===== src/rtl/configf_pkg.sv =====
// Shared definitions for the configf command executor.
package configf_pkg;

  localparam int unsigned DIR_BIT = 7;
  localparam int unsigned CFG_AW  = 7;

  // One-hot state encoding
  typedef enum logic [5:0] {
    IDLE    = 6'b000001,
    WR_XFER = 6'b000010,
    RD_REQ  = 6'b000100,
    RD_WAIT = 6'b001000,
    RD_PUSH = 6'b010000,
    DONE    = 6'b100000
  } state_e;

endpackage


===== src/rtl/configf_entity.sv =====
// Command executor: moves a block of words between the user write/read
// streams and the config register bus, then reports completion.
module configf_entity
  import configf_pkg::*;
#(
  parameter int unsigned DW        = 32,
  parameter int unsigned STALL_MAX = 1023
) (
  input  logic              clk,
  input  logic              reset_n,
  input  logic              hst_cmd_en_in,
  input  logic [7:0]        hst_addr_in,
  input  logic [15:0]       hst_wrrd_num_in,
  output logic              hst_cmd_done_out,
  output logic              cmd_err_out,
  input  logic [DW-1:0]     wr_data_in,
  input  logic              wr_valid_in,
  output logic              wr_ready_out,
  output logic [DW-1:0]     rd_data_out,
  output logic              rd_valid_out,
  input  logic              rd_ready_in,
  output logic [CFG_AW-1:0] cfg_addr_out,
  output logic              cfg_wr_en_out,
  output logic [DW-1:0]     cfg_wr_data_out,
  output logic              cfg_rd_en_out,
  input  logic [DW-1:0]     cfg_rd_data_in
);

  // Abort fires on the idle cycle that brings the count to STALL_MAX
  localparam logic [9:0] StallLast = 10'(STALL_MAX - 1);

  state_e            state_q;
  logic [CFG_AW-1:0] cur_q;
  logic [15:0]       remain_q;
  logic [9:0]        stall_q;
  logic              err_q;

  // Command FSM with all outputs registered
  always_ff @(posedge clk) begin
    if (!reset_n) begin
      state_q          <= IDLE;
      cur_q            <= '0;
      remain_q         <= '0;
      stall_q          <= '0;
      err_q            <= 1'b0;
      hst_cmd_done_out <= 1'b0;
      cmd_err_out      <= 1'b0;
      wr_ready_out     <= 1'b0;
      rd_data_out      <= '0;
      rd_valid_out     <= 1'b0;
      cfg_addr_out     <= '0;
      cfg_wr_en_out    <= 1'b0;
      cfg_wr_data_out  <= '0;
      cfg_rd_en_out    <= 1'b0;
    end else begin
      cfg_wr_en_out    <= 1'b0;
      cfg_rd_en_out    <= 1'b0;
      hst_cmd_done_out <= 1'b0;
      cmd_err_out      <= 1'b0;
      unique case (state_q)
        IDLE: begin
          if (hst_cmd_en_in) begin
            cur_q    <= hst_addr_in[CFG_AW-1:0];
            remain_q <= hst_wrrd_num_in;
            err_q    <= 1'b0;
            stall_q  <= '0;
            if (hst_wrrd_num_in == 16'd0) begin
              state_q <= DONE;
            end else if (hst_addr_in[DIR_BIT]) begin
              state_q      <= WR_XFER;
              wr_ready_out <= 1'b1;
            end else begin
              // Read strobe is issued on entry so data lands in RD_WAIT
              state_q       <= RD_REQ;
              cfg_rd_en_out <= 1'b1;
              cfg_addr_out  <= hst_addr_in[CFG_AW-1:0];
            end
          end
        end
        WR_XFER: begin
          if (remain_q == 16'd0) begin
            // Last register write is on the bus this cycle
            state_q <= DONE;
          end else if (wr_valid_in) begin
            cfg_wr_en_out   <= 1'b1;
            cfg_addr_out    <= cur_q;
            cfg_wr_data_out <= wr_data_in;
            cur_q           <= cur_q + 7'd1;
            remain_q        <= remain_q - 16'd1;
            stall_q         <= '0;
            if (remain_q == 16'd1) wr_ready_out <= 1'b0;
          end else if (stall_q == StallLast) begin
            err_q        <= 1'b1;
            wr_ready_out <= 1'b0;
            state_q      <= DONE;
          end else begin
            stall_q <= stall_q + 10'd1;
          end
        end
        RD_REQ: begin
          state_q <= RD_WAIT;
        end
        RD_WAIT: begin
          rd_data_out  <= cfg_rd_data_in;
          rd_valid_out <= 1'b1;
          state_q      <= RD_PUSH;
        end
        RD_PUSH: begin
          if (rd_ready_in) begin
            rd_valid_out <= 1'b0;
            cur_q        <= cur_q + 7'd1;
            remain_q     <= remain_q - 16'd1;
            stall_q      <= '0;
            if (remain_q == 16'd1) begin
              state_q <= DONE;
            end else begin
              state_q       <= RD_REQ;
              cfg_rd_en_out <= 1'b1;
              cfg_addr_out  <= cur_q + 7'd1;
            end
          end else if (stall_q == StallLast) begin
            err_q        <= 1'b1;
            rd_valid_out <= 1'b0;
            state_q      <= DONE;
          end else begin
            stall_q <= stall_q + 10'd1;
          end
        end
        DONE: begin
          hst_cmd_done_out <= 1'b1;
          cmd_err_out      <= err_q;
          state_q          <= IDLE;
        end
        default: state_q <= IDLE;
      endcase
    end
  end

endmodule


===== config.mk =====
export PLATFORM = sky130hd
export DESIGN_NAME = configf_entity
export DESIGN_NICKNAME = d
export VERILOG_FILES = /design/src/rtl/configf_pkg.sv /design/src/rtl/configf_entity.sv
export SDC_FILE = /design/constraint.sdc
export NUM_CORES = 1
export LEC_CHECK = 0
export CORE_MARGIN = 3
export CORE_UTILIZATION = 41
export CTS_CLUSTER_DIAMETER = 120
export CTS_CLUSTER_SIZE = 40
export DETAILED_ROUTE_END_ITERATION = 8
export GPL_TIMING_DRIVEN = 0
export PLACE_DENSITY = 0.72
export SYNTH_ARGS = -nofsm -noshare
export SYNTH_HDL_FRONTEND = slang
export SYNTH_SLANG_ARGS = --single-unit

===== constraint.sdc =====
create_clock -name clk -period 4.5 [get_ports clk]
set_input_delay 1.125 -clock clk [delete_from_list [all_inputs] [get_ports clk]]
set_output_delay 1.125 -clock clk [all_outputs]
set_load 0.01 [all_outputs]

==> reports/results.tsv, run 1 <==
stage	metric	value	unit
run_status	status	finished clean	
place	routability cong.	0.9528	
critical_path	crit start category	flip-flop	
global_route	largest net degree at the start of global routing	17	
clocking	Clock Latency Late Sink	420	ps
yosys	syn_area_per_cell	7.829	sq um
critical_path	Setup crit start	remain_q[0]$_SDFFE_PN0P_	
clocking	H-tree Lvls	4	
routing	routed via count	5738	
yosys	register area share after synthesis	0.4374	
global_route	number of global-route vias before repair	5640	
place	port bufs	169	
floorplanning	Die H	120.3	um
yosys	share of the synthesized area in the top cell type	0.4374	
yosys	mapped cell area	5355	sq um
critical_path	crit path DAT	3140	ps
routing	DRC	0	
cells_and_area	layout cell share with drive strength beyond 1	0.06554	
routing	Vias/cell	5.429	
cells_and_area	Area growth syn-to-layout	46.36	%
global_route	total grt overflow	0	
floorplanning	Die Wd	120.3	um
routing	Post-Route WL	17290	um
timing	Slew Viols, Final	0	
clocking	clk root buf	clkbuf_16	
routing	WL per Instance	16.35	um
timing	RSZ-0062 raised after global routing	false	
routing	post-route antenna net violation count	0	
floorplanning	I/O pin count	170	
floorplanning	core area	12670	sq um
clocking	CTS sink cnt	117	
clocking	Post-CTS Setup Inserts	0	
place	HPWL after DPL	12780	um
yosys	Post-synth EDFFs	0	
clocking	TritonCTS buffer count	17	
power	leak pwr	0.002753	uW
critical_path	R2R depth	8	
critical_path	CP peak stage delay	490	ps
timing	final hold vios	0	
critical_path	WP data required	4840	ps
yosys	Synth Net Count	782	
timing	Setup TNS	0	ps
hold_path	Hold Startpoint	rd_data_out[16]$_SDFFE_PN0P_	
critical_path	CP max stage cell	clkbuf_1	
yosys	cell taking the most area after synthesis	dfxtp_1	
place	Post-DP Area	7262	sq um
job	Max-Cap Viols	0	
clocking	Reg clk slew, reported paths	50	ps
critical_path	delay-heaviest family, CP	simple AND/OR/NAND/NOR gates	
critical_path	CP Class	reg2reg	
critical_path	RR Startpoint	remain_q[0]$_SDFFE_PN0P_	
critical_path	Levels on crit path	8	
yosys	Top FF cell, synth	dfxtp_1	
floorplanning	Initial Utilization	0.4226	
timing	period utilization	0.6216	
clocking	Hold-fix buffers, CTS	0	
cells_and_area	number of nets in the layout	970	
yosys	YS warnings	0	
yosys	Synth Instances	684	
timing	endpoints failing setup	0	
clocking	CTS tree	done	
cells_and_area	# diodes	0	
hold_path	worst hold path cell count	2	
hold_path	hold crit path type	reg2reg	
power	worst vdd ir	0.2429	mV
global_route	first-pass GRT wire length	27480	um
timing	Period minus WS final	2797	ps
timing	f_max	357.5	MHz
yosys	Synth cell types	57	
cells_and_area	Finished Cell Area	7838	sq um
global_route	Tot GR Track Use	0.2366	
critical_path	critical-path cell list	inv_1 > ha_1 > nor3b_1 > nand4_1 > nand3_1 > clkbuf_1 > nand2_1 > a21oi_1	
clocking	Clock Tree Buf Depth	2	
timing	clock skew	12.95	ps
floorplanning	Rows	41	
routing	1st-pass router iterations	5	
timing	Max-slew headroom	0.4476	
timing	Slew @ Worst Pin	821.8	ps
critical_path	CP max FO	10	
clocking	post_cts resized	0	
yosys	register bit total from synthesis	117	
routing	1st-iter DRT viols	449	
yosys	Synth async-reset ratio	0	
power	PD cells	354.3	nW/um^2
yosys	Area contributors post-synth	dfxtp_1, nand2_1, a21oi_1	
timing	Final Hold Slack	451.5	ps
critical_path	worst path bufs/invs	2	
critical_path	Worst setup EP type	flip-flop	
floorplanning	full die area	14470	sq um
global_route	initial antenna violation count	0	
cell families (layout without fill, tap and decap cells):
logic type,after synthesis,after routing,share of synthesized area
and+or+nand+nor,303,303,0.2722
AOI/OAI and AO/OA,189,189,0.2082
DFF,117,117,0.4374
buffers and inverters,55,256,0.04322
muxes,10,10,0.01916
adders and majority gates,5,5,0.01168
xor gates and xnor gates,5,5,0.008179
area by class of cell:
type | count | area [sq um]
buffer | 47 | 201.4
clock buffer | 22 | 444.2
clock inverter | 10 | 131.4
fill | 1102 | 4833
inverter | 8 | 30.03
multi-input combinational | 512 | 2781
sequential | 117 | 2342
tap | 172 | 215.2
timing repair buffer | 169 | 1692
state kept, by name, summed over array words and instances, names as in the netlist:
register	count
cur_q	7
rd_valid_out	1
wr_ready_out	1
cfg_rd_en_out	1
state_q	6
cfg_wr_en_out	1
cfg_addr_out	7
err_q	1
cfg_wr_data_out	32
remain_q	16
cmd_err_out	1
hst_cmd_done_out	1
stall_q	10
rd_data_out	32
cell usage in the layout (no fill, tap or decap), types with 5 or more instances in the layout:
cell type | synthesis | layout
ha_1 | 5 | 5
clkdlybuf4s50_1 | 0 | 169
a21oi_1 | 107 | 107
nand2_1 | 173 | 173
nand3b_1 | 5 | 5
or4_1 | 5 | 5
nor2_1 | 28 | 28
a21o_1 | 13 | 13
nor3b_1 | 5 | 5
buf_2 | 11 | 11
and2_1 | 6 | 6
dfxtp_1 | 117 | 117
nand2b_1 | 5 | 5
nor3_1 | 10 | 10
nor4_1 | 7 | 7
or3_1 | 11 | 11
nand3_1 | 14 | 14
nand4_1 | 6 | 6
o21ai_0 | 26 | 26
clkinv_2 | 0 | 5
o22ai_1 | 5 | 5
clkbuf_16 | 0 | 17
inv_1 | 8 | 8
o31ai_1 | 5 | 5
and3_1 | 5 | 5
clkbuf_1 | 33 | 38
mux2i_1 | 8 | 8
per-layer routing:
| metal | wire length [um] | vias to the layer above | share of wire | global-route usage |
|---|---|---|---|---|
| met4 | 393 | 0 | 0.023 | 0.09561 |
| met1 | 6638 | 2679 | 0.38 | 0.2668 |
| met5 | 0 | - | 0 | 0 |
| met3 | 1719 | 38 | 0.099 | 0.09448 |
| li1 | - | 2770 | - | - |
| met2 | 8535 | 251 | 0.49 | 0.3997 |
final timing paths:
path | to | slack [ps]
setup / recovery | cfg_wr_data_out[25]$_SDFFE_PN0P_ | 1700
hold / removal | rd_data_out[16]$_SDFFE_PN0P_ | 450
setup reg to reg | cfg_wr_data_out[25]$_SDFFE_PN0P_ | 1700
hold reg to reg | rd_data_out[16]$_SDFFE_PN0P_ | 450
cell usage after synthesis (8+ instances only):
library cell,n
a21o_1,13
mux2i_1,8
nor2_1,28
clkbuf_1,33
a21oi_1,107
dfxtp_1,117
buf_2,11
nand3_1,14
nand2_1,173
or3_1,11
inv_1,8
o21ai_0,26
nor3_1,10
worst min-delay path: cells and delay by family, from the launching register on:
kind	cells	cell delay, ps
flops	1	300
compound gates	1	50
simple gates	1	50
where the power goes:
part	switching [uW]	total (uW)	internal, uW	leakage (uW)
registers	31.2	1100	1070	0.000947
clock network	459	1320	864	0.000282
logic	183	355	172	0.00152
total	674	2780	2100	0.00275
stage by stage:
stage,std cells,util,power (uW),setup slack [ps]
2_1_floorplan,684,-,1299,2072
3_3_place_gp,1025,0.5731,1459,1279
3_5_place_dp,1025,0.5731,1466,1292
4_1_cts,1057,0.6185,2789,1717
5_1_grt,1057,0.6185,2879,1382
6_report,1057,0.6185,2777,1703
Note: power is estimated with default switching activity, not from simulation.
==> inputs of run 2 (changes only) <==
==> constraint.sdc (replaced) <==
create_clock -name clk -period 2.63 [get_ports clk]
set_input_delay 0.6575 -clock clk [delete_from_list [all_inputs] [get_ports clk]]
set_output_delay 0.6575 -clock clk [all_outputs]
set_load 0.01 [all_outputs]
==> reports/results.tsv, run 2 (synthesized netlist as in run 1, its figures left out) <==
stage	metric	value	unit	change
global_route	Tot GR Track Use	0.2363		-0.0002981
floorplanning	I/O pin count	170		unchanged
critical_path	WP data required	2910	ps	-1930 ps
clocking	H-tree Lvls	4		unchanged
critical_path	CP max FO	10		unchanged
timing	endpoints failing setup	0		unchanged
timing	Slew Viols, Final	0		unchanged
floorplanning	full die area	14470	sq um	unchanged
place	port bufs	169		unchanged
global_route	largest net degree at the start of global routing	17		unchanged
global_route	initial antenna violation count	0		unchanged
hold_path	worst hold path cell count	2		unchanged
cells_and_area	most common cell after layout, fill and taps aside	nand2_1		
hold_path	Worst Hold End	rd_data_out[16]$_SDFFE_PN0P_		
critical_path	Worst R2R Setup Slack	170	ps	-1530 ps
floorplanning	Initial Utilization	0.4226		unchanged
timing	Period minus WS final	2462	ps	-335.4 ps
cells_and_area	most frequent cells in the layout	nand2_1, clkdlybuf4s50_1, dfxtp_1		
critical_path	RR Startpoint	state_q[2]$_SDFFE_PN0P_		
routing	Vias/cell	5.408		-0.37%
routing	1st-iter DRT viols	436		-2.9%
timing	Slew @ Worst Pin	721.1	ps	-100.7 ps
power	worst vdd ir	0.4165	mV	+71%
power	part of the power in the clock network	0.476		about the same
power	Sw Pwr	1162	uW	+72%
clocking	Hold-fix buffers, CTS	0		unchanged
floorplanning	Rows	41		unchanged
global_route	number of global-route vias before repair	5636		-0.071%
critical_path	CP Class	reg2reg		
routing	1st-pass router iterations	8		+3
cells_and_area	Finished Cell Area	7888	sq um	+0.64%
power	leak pwr	0.002775	uW	+0.80%
clocking	CTS sink cnt	117		unchanged
timing	clock skew	11.44	ps	-1.511 ps
critical_path	crit path DAT	2740	ps	-400 ps
cells_and_area	# diodes	0		unchanged
routing	DRC	0		unchanged
power	switching share of power	0.2435		+0.0009560
hold_path	Hold Startpoint	rd_data_out[16]$_SDFFE_PN0P_		
place	routability cong.	0.9528		unchanged
timing	RSZ-0062 raised after global routing	false		
clocking	Clock Tree Buf Depth	2		unchanged
clocking	Clock Latency Late Sink	420	ps	about the same
cells_and_area	Fill cells	1102		unchanged
critical_path	crit start category	flip-flop		
power	PD cells	604.8	nW/um^2	+71%
cells_and_area	Area growth syn-to-layout	47.29	%	
power	Reg power frac	0.395		about the same
routing	post-route antenna net violation count	0		unchanged
routing	routed via count	5722		-0.28%
clocking	clk root buf	clkbuf_16		
routing	Post-Route WL	17330	um	+0.25%
timing	f_max	406.2	MHz	+14%
place	placed cells	1025		unchanged
cells_and_area	number of nets in the layout	971		+0.10%
timing	Setup TNS	0	ps	unchanged
clocking	TritonCTS buffer count	17		unchanged
floorplanning	Die H	120.3	um	unchanged
floorplanning	core area	12670	sq um	unchanged
power	Int Power	3609	uW	+72%
routing	WL per Instance	16.38	um	+0.15%
cells_and_area	final cell count without fillers	1058		+0.095%
timing	final hold vios	0		unchanged
place	HPWL after DPL	12780	um	unchanged
global_route	total grt overflow	0		unchanged
clocking	Reg clk slew, reported paths	50	ps	about the same
cells_and_area	layout cell share with drive strength beyond 1	0.07336		+0.007827
power	Comb pwr share	0.130		+0.002
timing	Max-slew headroom	0.5192		+0.07169
critical_path	R2R depth	8		unchanged
global_route	first-pass GRT wire length	27430	um	-0.15%
critical_path	Worst setup EP type	flip-flop		
hold_path	hold crit path type	reg2reg		
cells_and_area	Final Core Density	0.6225		+0.003950
timing	Final WS setup	168.4	ps	-1535 ps
place	worst slack, placed	-122.0	ps	-1414 ps
cells_and_area	Top Registers	cfg_wr_data_out x32, rd_data_out x32, remain_q x16		
critical_path	RR Endpoint	cfg_wr_data_out[25]$_SDFFE_PN0P_		
job	Max-Cap Viols	0		unchanged
run_status	status	finished clean		
floorplanning	Die Wd	120.3	um	unchanged
clocking	CTS tree	done		
place	Post-DP Area	7262	sq um	unchanged
timing	period utilization	0.9360		+0.3144
## run 2: cell types whose count changed in the layout (fill, tap and decap cells not counted), moves of 2 or more
cell	delta
clkbuf_2	+3
clkbuf_1	-2
nor3b_1	-2
nor3b_2	+2
nor4_4	+2
## run 2: metrics by stage
stage | hold slack [ps] | power [uW]
global placement | 441.4 | 2496
floorplan | 427.4 | 2223
CTS | 452.9 | 4777
detailed placement | 446.2 | 2508
finish | 451.9 | 4770
global route | 469.2 | 4941
## run 2: power groups by stage
| stage | sequential (uW) | clock [uW] | combinational [uW] |
|---|---|---|---|
| after floorplan | 1910 | 0 | 316 |
| after global placement | 1910 | 0 | 587 |
| after detailed placement | 1910 | 0 | 596 |
| after CTS | 1880 | 2290 | 604 |
| after global routing | 1890 | 2380 | 673 |
| final | 1880 | 2270 | 619 |
## run 2: final cells by class
class	instances	area, sq um	area share
Multi-Input combinational cell	512	2820	0.3576
Timing Repair Buffer	170	1699	0.2154
Clock buffer	22	444.2	0.05631
Clock inverter	10	131.4	0.01666
Sequential cell	117	2342	0.2970
Buffer	47	205.2	0.02602
Tap cell	172	215.2	0.02728
Inverter	8	30.03	0.003807
## run 2: layer usage
| layer | track usage | part of all wire | vias to the layer above |
|---|---|---|---|
| met3 | 0.09448 | 0.092 | 41 |
| met1 | 0.2659 | 0.39 | 2667 |
| met4 | 0.09561 | 0.025 | 0 |
| li1 | - | - | 2780 |
| met5 | 0 | 0 | - |
| met2 | 0.3997 | 0.49 | 234 |
## run 2: critical path: stages, from the launching register on
cell and delay (ps):
dfxtp_1 290, buf_2 170, or4_4 540, clkbuf_1 310, nor2_4 250, nand3_1 250
clkbuf_2 310, nand2_1 120, a21oi_1 70
## run 2: worst max path at each step
stage,startpoint,end,cells after the start,slack [ps]
floorplan,state_q[2]$_SDFFE_PN0P_,cfg_addr_out[3]$_SDFFE_PN0P_,8,510
global placement,wr_valid_in,cfg_addr_out[3]$_SDFFE_PN0P_,8,-120
detailed placement,remain_q[0]$_SDFFE_PN0P_,cfg_wr_data_out[25]$_SDFFE_PN0P_,8,-120
CTS,state_q[2]$_SDFFE_PN0P_,remain_q[9]$_SDFFE_PN0P_,7,30
global route,state_q[2]$_SDFFE_PN0P_,cfg_wr_data_out[4]$_SDFFE_PN0P_,8,10
finish,state_q[2]$_SDFFE_PN0P_,cfg_wr_data_out[25]$_SDFFE_PN0P_,8,170
## run 2: what timing repair did
action                                  CTS  global route
resized for setup                         3             7
setup buffers                             0             1
endpoints found under the setup margin   28            72
pin swaps                                 1             0
==> inputs of run 3 (changes only) <==
--- a/config.mk
+++ b/config.mk
@@ -10,7 +10,7 @@
 export CTS_CLUSTER_DIAMETER = 120
 export CTS_CLUSTER_SIZE = 40
 export DETAILED_ROUTE_END_ITERATION = 8
-export GPL_TIMING_DRIVEN = 0
+export GPL_TIMING_DRIVEN = 1
 export PLACE_DENSITY = 0.72
 export SYNTH_ARGS = -nofsm -noshare
 export SYNTH_HDL_FRONTEND = slang
==> reports/results.tsv, run 3 (synthesized netlist as in run 1, its figures left out) <==
stage	metric	value	unit	change
run_status	status	finished clean		
timing	Max-slew headroom	0.4775		-0.04177
timing	final hold vios	0		unchanged
global_route	initial antenna violation count	0		unchanged
critical_path	crit path DAT	2620	ps	-120 ps
cells_and_area	number of nets in the layout	949		-2.3%
routing	1st-iter DRT viols	425		-2.5%
power	PnR Total Power	4991	uW	+4.6%
clocking	clk root buf	clkbuf_16		
timing	endpoints failing setup	0		unchanged
cells_and_area	area of the multi-input gates	2790	sq um	-1.1%
routing	1st-pass router iterations	8		unchanged
clocking	Clock Tree Buf Depth	2		unchanged
floorplanning	Die H	120.3	um	unchanged
cells_and_area	Area growth syn-to-layout	47.92	%	
global_route	total grt overflow	0		unchanged
global_route	largest net degree at the start of global routing	41		+24
clocking	Hold-fix buffers, CTS	0		unchanged
cells_and_area	# diodes	0		unchanged
critical_path	crit start category	flip-flop		
timing	Slew Viols, Final	0		unchanged
clocking	CTS tree	done		
cells_and_area	most frequent cells in the layout	nand2_1, clkdlybuf4s50_1, dfxtp_1		
timing	f_max	429.1	MHz	+5.6%
cells_and_area	Top Registers	cfg_wr_data_out x32, rd_data_out x32, remain_q x16		
power	worst vdd ir	0.4764	mV	+14%
floorplanning	core area	12670	sq um	unchanged
floorplanning	full die area	14470	sq um	unchanged
timing	clock skew	7.798	ps	-3.637 ps
clocking	TritonCTS buffer count	17		unchanged
global_route	number of global-route vias before repair	5502		-2.4%
critical_path	CP Class	reg2reg		
place	Post-DP Area	7289	sq um	+0.38%
routing	Vias/cell	5.446		+0.70%
place	HPWL after DPL	11730	um	-8.2%
timing	period utilization	0.8862		-0.04980
timing	Final WS setup	299.4	ps	+131.0 ps
hold_path	hold crit path type	reg2reg		
global_route	first-pass GRT wire length	26480	um	-3.5%
timing	Setup TNS	0	ps	unchanged
cells_and_area	Fill cells	1082		-1.8%
critical_path	Worst setup EP type	flip-flop		
cells_and_area	Finished Cell Area	7921	sq um	+0.43%
power	leak pwr	0.002817	uW	+1.5%
place	worst slack, placed	13.39	ps	+135.3 ps
place	port bufs	169		unchanged
routing	Post-Route WL	16540	um	-4.5%
power	PD cells	630.0	nW/um^2	+4.2%
routing	routed via count	5642		-1.4%
critical_path	R2R depth	4		-4
global_route	Tot GR Track Use	0.2264		-0.009877
clocking	H-tree Lvls	4		unchanged
floorplanning	I/O pin count	170		unchanged
place	routability cong.	0.8940		-6.2%
timing	Period minus WS final	2331	ps	-131.0 ps
clocking	Post-CTS Setup Inserts	0		unchanged
critical_path	CP max FO	33		+23
floorplanning	Rows	41		unchanged
cells_and_area	Sequential Area	2342	sq um	unchanged
job	Max-Cap Viols	0		unchanged
critical_path	WP data required	2920	ps	about the same
timing	RSZ-0062 raised after global routing	false		
clocking	CTS sink cnt	117		unchanged
floorplanning	Die Wd	120.3	um	unchanged
routing	DRC	0		unchanged
clocking	Clock Latency Late Sink	410	ps	about the same
cells_and_area	Final Core Density	0.6252		+0.002666
cells_and_area	layout cell share with drive strength beyond 1	0.08681		+0.01344
hold_path	worst hold path cell count	2		unchanged
clocking	post_cts resized	0		-3
cells_and_area	most common cell after layout, fill and taps aside	nand2_1		
timing	Slew @ Worst Pin	776.6	ps	+55.49 ps
clocking	Reg clk slew, reported paths	60	ps	about the same
routing	post-route antenna net violation count	0		unchanged
floorplanning	Initial Utilization	0.4226		unchanged
routing	WL per Instance	15.97	um	-2.5%
[run 3: changes by cell type in the layout (fill, tap and decap cells not counted), moves of 3 or more]
cell	previous run	this run
buf_4	2	24
buf_2	11	0
clkbuf_1	36	4
clkbuf_2	3	0
[run 3: path summary, 6_finish.rpt]
path                                              start                     endpoint  slack (ps)
worst max-delay path            state_q[1]$_SDFFE_PN0P_  rd_data_out[2]$_SDFFE_PN0P_         300
worst min-delay path                 err_q$_SDFFE_PN0P_           err_q$_SDFFE_PN0P_         450
worst max register to register  state_q[1]$_SDFFE_PN0P_  rd_data_out[2]$_SDFFE_PN0P_         300
worst min register to register       err_q$_SDFFE_PN0P_           err_q$_SDFFE_PN0P_         450
[run 3: worst max-delay path, cell delays in order, from the launching register on]
cell,delay (ps)
dfxtp_1,500
or4_1,630
or3b_2,810
nand2_1,180
a21oi_1,80
[run 3: power breakdown]
part	internal, uW	leakage, uW	total, uW	switching [uW]
combinational	314	0.00156	618	303
sequential	1830	0.000947	1880	57.0
clock	1700	0.000308	2490	792
[run 3: metrics by stage]
step | cells | hold slack, ps
finish | 1036 | 448.2
global route | 1036 | 465.4
CTS | 1036 | 453.9
detailed placement | 1004 | 444.5
global placement | 1004 | 442.2
floorplan | 684 | 427.4
[run 3: routing by layer]
metal	share of wire	global-route usage	up-vias	wire, um
met4	0.024	0.1041	0	405
met3	0.080	0.07016	30	1322
met1	0.40	0.2656	2664	6696
met5	0	0	-	0
li1	-	-	2732	-
met2	0.49	0.3793	216	8117
[run 3: cell type report]
| cell class | instances | share of cell area |
|---|---|---|
| timing repair buffer | 195 | 0.2414 |
| inverter | 8 | 0.003791 |
| clock inverter | 10 | 0.02243 |
| tap | 172 | 0.02717 |
| clock buffer | 22 | 0.05734 |
| multi-input combinational | 512 | 0.3522 |
| sequential | 117 | 0.2957 |
==> RTL change 1, RTL diff (flow settings as in run 2) <==
Encoding of `state_e`: now Gray code (3 bits for 6 states). Comments in the files are not updated.
--- a/src/rtl/configf_pkg.sv
+++ b/src/rtl/configf_pkg.sv
@@ -6,11 +6,11 @@
 
   // One-hot state encoding
-  typedef enum logic [5:0] {
-    IDLE    = 6'b000001,
-    WR_XFER = 6'b000010,
-    RD_REQ  = 6'b000100,
-    RD_WAIT = 6'b001000,
-    RD_PUSH = 6'b010000,
-    DONE    = 6'b100000
+  typedef enum logic [2:0] {
+    IDLE    = 3'b000,
+    WR_XFER = 3'b001,
+    RD_REQ  = 3'b011,
+    RD_WAIT = 3'b010,
+    RD_PUSH = 3'b110,
+    DONE    = 3'b111
   } state_e;
 
Formal check against the unedited RTL: no difference found for any inputs over 4 cycles, from zero or initial values and one cycle with reset_n low; so few cycles prove little.
==> RTL change 1 against run 2 <==
Via count is 0.51% lower. Routed wire length increased by 3.5%. Area after synthesis is 2.4% lower. Design area decreased by 0.95%. Worst setup slack got worse by 0.089 ns. Core utilization up 1.5 points. Sequential cell count fell by 3. Critical path type unchanged. Critical endpoint is now cur_q[3]. Largest cell class unchanged.
Power is not compared: it rests on default switching activity, and its combinational part moved more than twofold at a synthesized area within 25%.
==> RTL change 1: results (changes against run 2) <==
{
  "outcome": {"value": "finished, final reports clean", "change": "unchanged"},
  "post_synth_most_frequent_cells": {"value": "nand2_1, dfxtp_1, a21oi_1, clkbuf_1, nor2_1", "change": "unchanged"},
  "skew": {"value": 0.00643, "unit": "ns", "change": "was 0.0114 ns"},
  "post_synth_num_cell_types": {"value": 61, "change": "was 57"},
  "synth_fp_nets": {"value": 776, "change": "was 782"},
  "drt_pre_antenna_iters": {"value": 7, "change": "was 8"},
  "complex_gate_fraction_of_the_synthesized_area": {"value": 22.9, "unit": "%", "change": "was 20.8%"},
  "sh_seq_area": {"value": 29.2, "unit": "%", "change": "was 29.7%"},
  "syn_inst": {"value": 678, "change": "was 684"},
  "final.clkbuf_count": {"value": 25, "change": "was 22"},
  "signal_buffers": {"value": 214, "change": "was 217"},
  "drt-vias-per-instance": {"value": 5.45, "change": "was 5.41"},
  "place_hpwl": {"value": 13000, "unit": "µm", "change": "was 12800 µm"},
  "layout-drive-gt1-share": {"value": 7.53, "unit": "%", "change": "was 7.34%"},
  "design.seq.count": {"value": 114, "change": "was 117"},
  "layout.clock.cell_area_share": {"value": 7.83, "unit": "%", "change": "was 7.30%"},
  "detail_route.wirelength.met1": {"value": 7680, "unit": "µm", "change": "was 6760 µm"},
  "muxShareOfSynthArea": {"value": 1.96, "unit": "%", "change": "was 1.92%"},
  "routabilityCongestion": {"value": 0.936, "change": "was 0.953"},
  "coreArea": {"value": 0.0123, "unit": "mm²", "change": "was 0.0127 mm²"},
  "postRouteWirelength": {"value": 17900, "unit": "µm", "change": "was 17300 µm"},
  "num-fill-cells": {"value": 1109, "change": "was 1102"},
  "wire_per_inst": {"value": 17.2, "unit": "µm", "change": "was 16.4 µm"},
  "number_of_combinational_gates_with_multiple_inputs": {"value": 506, "change": "was 512"},
  "signal_buffer_area_fraction": {"value": 24.5, "unit": "%", "change": "was 24.1%"},
  "synthAdderAreaFrac": {"value": 1.20, "unit": "%", "change": "was 1.17%"},
  "finalNetCount": {"value": 962, "change": "was 971"},
  "combined_global_route_utilization_of_all_metal_layers": {"value": 25.2, "unit": "%", "change": "was 23.6%"}
}
-- RTL change 1: cell count changes in the layout (fill, tap and decap cells not counted), moves of 6 or more --
cell	before	now
a21boi_0	0	6
a31oi_1	2	8
and3_1	5	11
clkbuf_8	0	6
nand2_1	173	164
nand3_1	14	22
o21a_1	2	8
o21ai_0	26	9
o21ai_1	2	19
-- RTL change 1: power by group --
part / total (mW) / internal, mW / leakage (nW) / switching [mW]
clock network: 2.37 / 1.54 / 0.292 / 0.827
logic: 3.36 / 1.43 / 1.57 / 1.92
registers: 2.41 / 2.10 / 0.928 / 0.308
total: 8.14 / 5.08 / 2.79 / 3.06
-- RTL change 1: critical path, stage by stage, from the launching register on --
cell      delay, ns
dfxtp_1        0.36
inv_2          0.11
ha_4           0.17
or4b_1         0.43
buf_2          0.18
or3_1          0.32
clkbuf_4       0.19
o21ai_4        0.24
buf_6          0.19
nor2_1         0.07
o21a_1         0.18
-- RTL change 1: kinds of logic (layout without fill, tap and decap cells) --
group	Yosys count	after routing
and+or+nand+nor	289	289
AOI/OAI and AO/OA	200	200
DFF	114	114
buffers and inverters	58	257
muxes	10	10
adders and majority gates	5	5
xor gates and xnor gates	2	2
-- RTL change 1: final timing paths --
path / from / end / slack (ns) / cells past startpoint
worst max-delay path: remain_q[0] / cur_q[3] / 0.08 / 10
worst min-delay path: rd_data_out[5] / rd_data_out[5] / 0.45 / 2
worst max register to register: remain_q[0] / cur_q[3] / 0.08 / 10
worst min register to register: rd_data_out[5] / rd_data_out[5] / 0.45 / 2
-- RTL change 1: per-layer routing --
layer / vias up / GRT usage, %
met2: 207 / 39.5
li1: 2764 / -
met4: 0 / 12.5
met5: - / 0
met1: 2678 / 31.5
met3: 44 / 7.41
==> RTL change 2, RTL diff (settings of run 2) <==
Without the edit above. Change the parameter `DW` from 32 to 36.
--- a/src/rtl/configf_entity.sv
+++ b/src/rtl/configf_entity.sv
@@ -4,5 +4,5 @@
   import configf_pkg::*;
 #(
-  parameter int unsigned DW        = 32,
+  parameter int unsigned DW        = 36,
   parameter int unsigned STALL_MAX = 1023
 ) (
Ports: changed (resized cfg_rd_data_in, cfg_wr_data_out, rd_data_out and wr_data_in); port bits go from 170 to 186. The function was not compared with the original's and may differ.
==> RTL change 2 against run 2 <==
Worst hold slack is essentially flat. Largest power group unchanged. Routed wire length increased by 10%. Worst setup slack got worse by 0.050 ns. Design area up 7.3%. Critical endpoint is now cfg_addr_out[1]. Area after synthesis increased by 7.4%. Sequential cell count up 8. Power increased by 5.4%. Sequential share of layout area decreased by 0.14 points.
==> RTL change 2: results (changes against run 2) <==
{
  "grt_pass1_vias": {"value": 5535, "change": "was 5636"},
  "startpoint_of_the_most_critical_register_to_register_path": {"value": "state_q[5]", "change": "was state_q[2]"},
  "dr.first_iter.drc_count": {"value": 523, "change": "was 436"},
  "synth-seq-area-share": {"value": 43.5, "unit": "%", "change": "was 43.7%"},
  "worstHoldStart": {"value": "rd_data_out[27]", "change": "was rd_data_out[16]"},
  "number_of_combinational_gates_with_multiple_inputs": {"value": 523, "change": "was 512"},
  "whs_endpoint": {"value": "rd_data_out[27]", "change": "was rd_data_out[16]"},
  "power.combinational.fraction": {"value": 14.2, "unit": "%", "change": "was 13.0%"},
  "power.share.switching": {"value": 26.0, "unit": "%", "change": "was 24.4%"},
  "post_synth_most_frequent_cells": {"value": "nand2_1, dfxtp_1, a21oi_1, clkbuf_1, nand3_1", "change": "was nand2_1, dfxtp_1, a21oi_1, clkbuf_1, nor2_1"},
  "vdd_ir_drop_max": {"value": 0.483, "unit": "mV", "change": "was 0.417 mV"},
  "power.static_leakage": {"value": 2.91, "unit": "nW", "change": "was 2.78 nW"},
  "multi_input_area_share": {"value": 35.3, "unit": "%", "change": "was 35.8%"},
  "design.seq.count": {"value": 125, "change": "was 117"},
  "placed_cells": {"value": 1070, "change": "was 1025"},
  "placement.io_buffers": {"value": 184, "change": "was 169"},
  "outcome": {"value": "finished, final reports clean", "change": "unchanged"},
  "final.clkbuf_count": {"value": 19, "change": "was 22"},
  "drt-vias-per-instance": {"value": 5.50, "change": "was 5.41"},
  "grt_first_pass_wirelength": {"value": 30200, "unit": "µm", "change": "was 27400 µm"},
  "signal_buffers": {"value": 239, "change": "was 217"},
  "num-fill-cells": {"value": 1177, "change": "was 1102"},
  "nWellTaps": {"value": 176, "change": "was 172"},
  "worst_hold_slack": {"value": 0.452, "unit": "ns", "change": "about the same"},
  "wire_per_inst": {"value": 17.3, "unit": "µm", "change": "was 16.4 µm"}
}
[RTL change 2: cell types whose count changed in the layout (fill, tap and decap cells not counted), sizes merged, moves of 6 or more]
cell                  run 2  this run
dfxtp                   117       125
a211o                     3        10
a21o                     13         1
a31oi                     2        11
mux2i                     8         2
buf                      14        24
clkbuf                   56        50
or3                      11         5
o21ai                    28        17
nor2                     30        24
nand3                    14        26
o31ai                     5        19
clkdlybuf4s50           169       184
nand2                   173       167
[RTL change 2: layer usage]
metal  GRT usage, %  vias up  wire length (µm)
li1               -     2960                 -
met1           31.6     2805              8140
met2           39.2      274              9160
met3           5.40       38              1360
met4           8.51        0               452
met5              0        -                 0
[RTL change 2: cells by family after synthesis]
kind of cell               after synthesis  share of synthesized area (%)
AOI/OAI and AO/OA                      209                           23.5
xor gates and xnor gates                 4                          0.609
adders and majority gates                5                           1.09
buffers and inverters                   62                           5.22
DFF                                    125                           43.5
muxes                                    7                           1.33
and+or+nand+nor                        298                           24.7
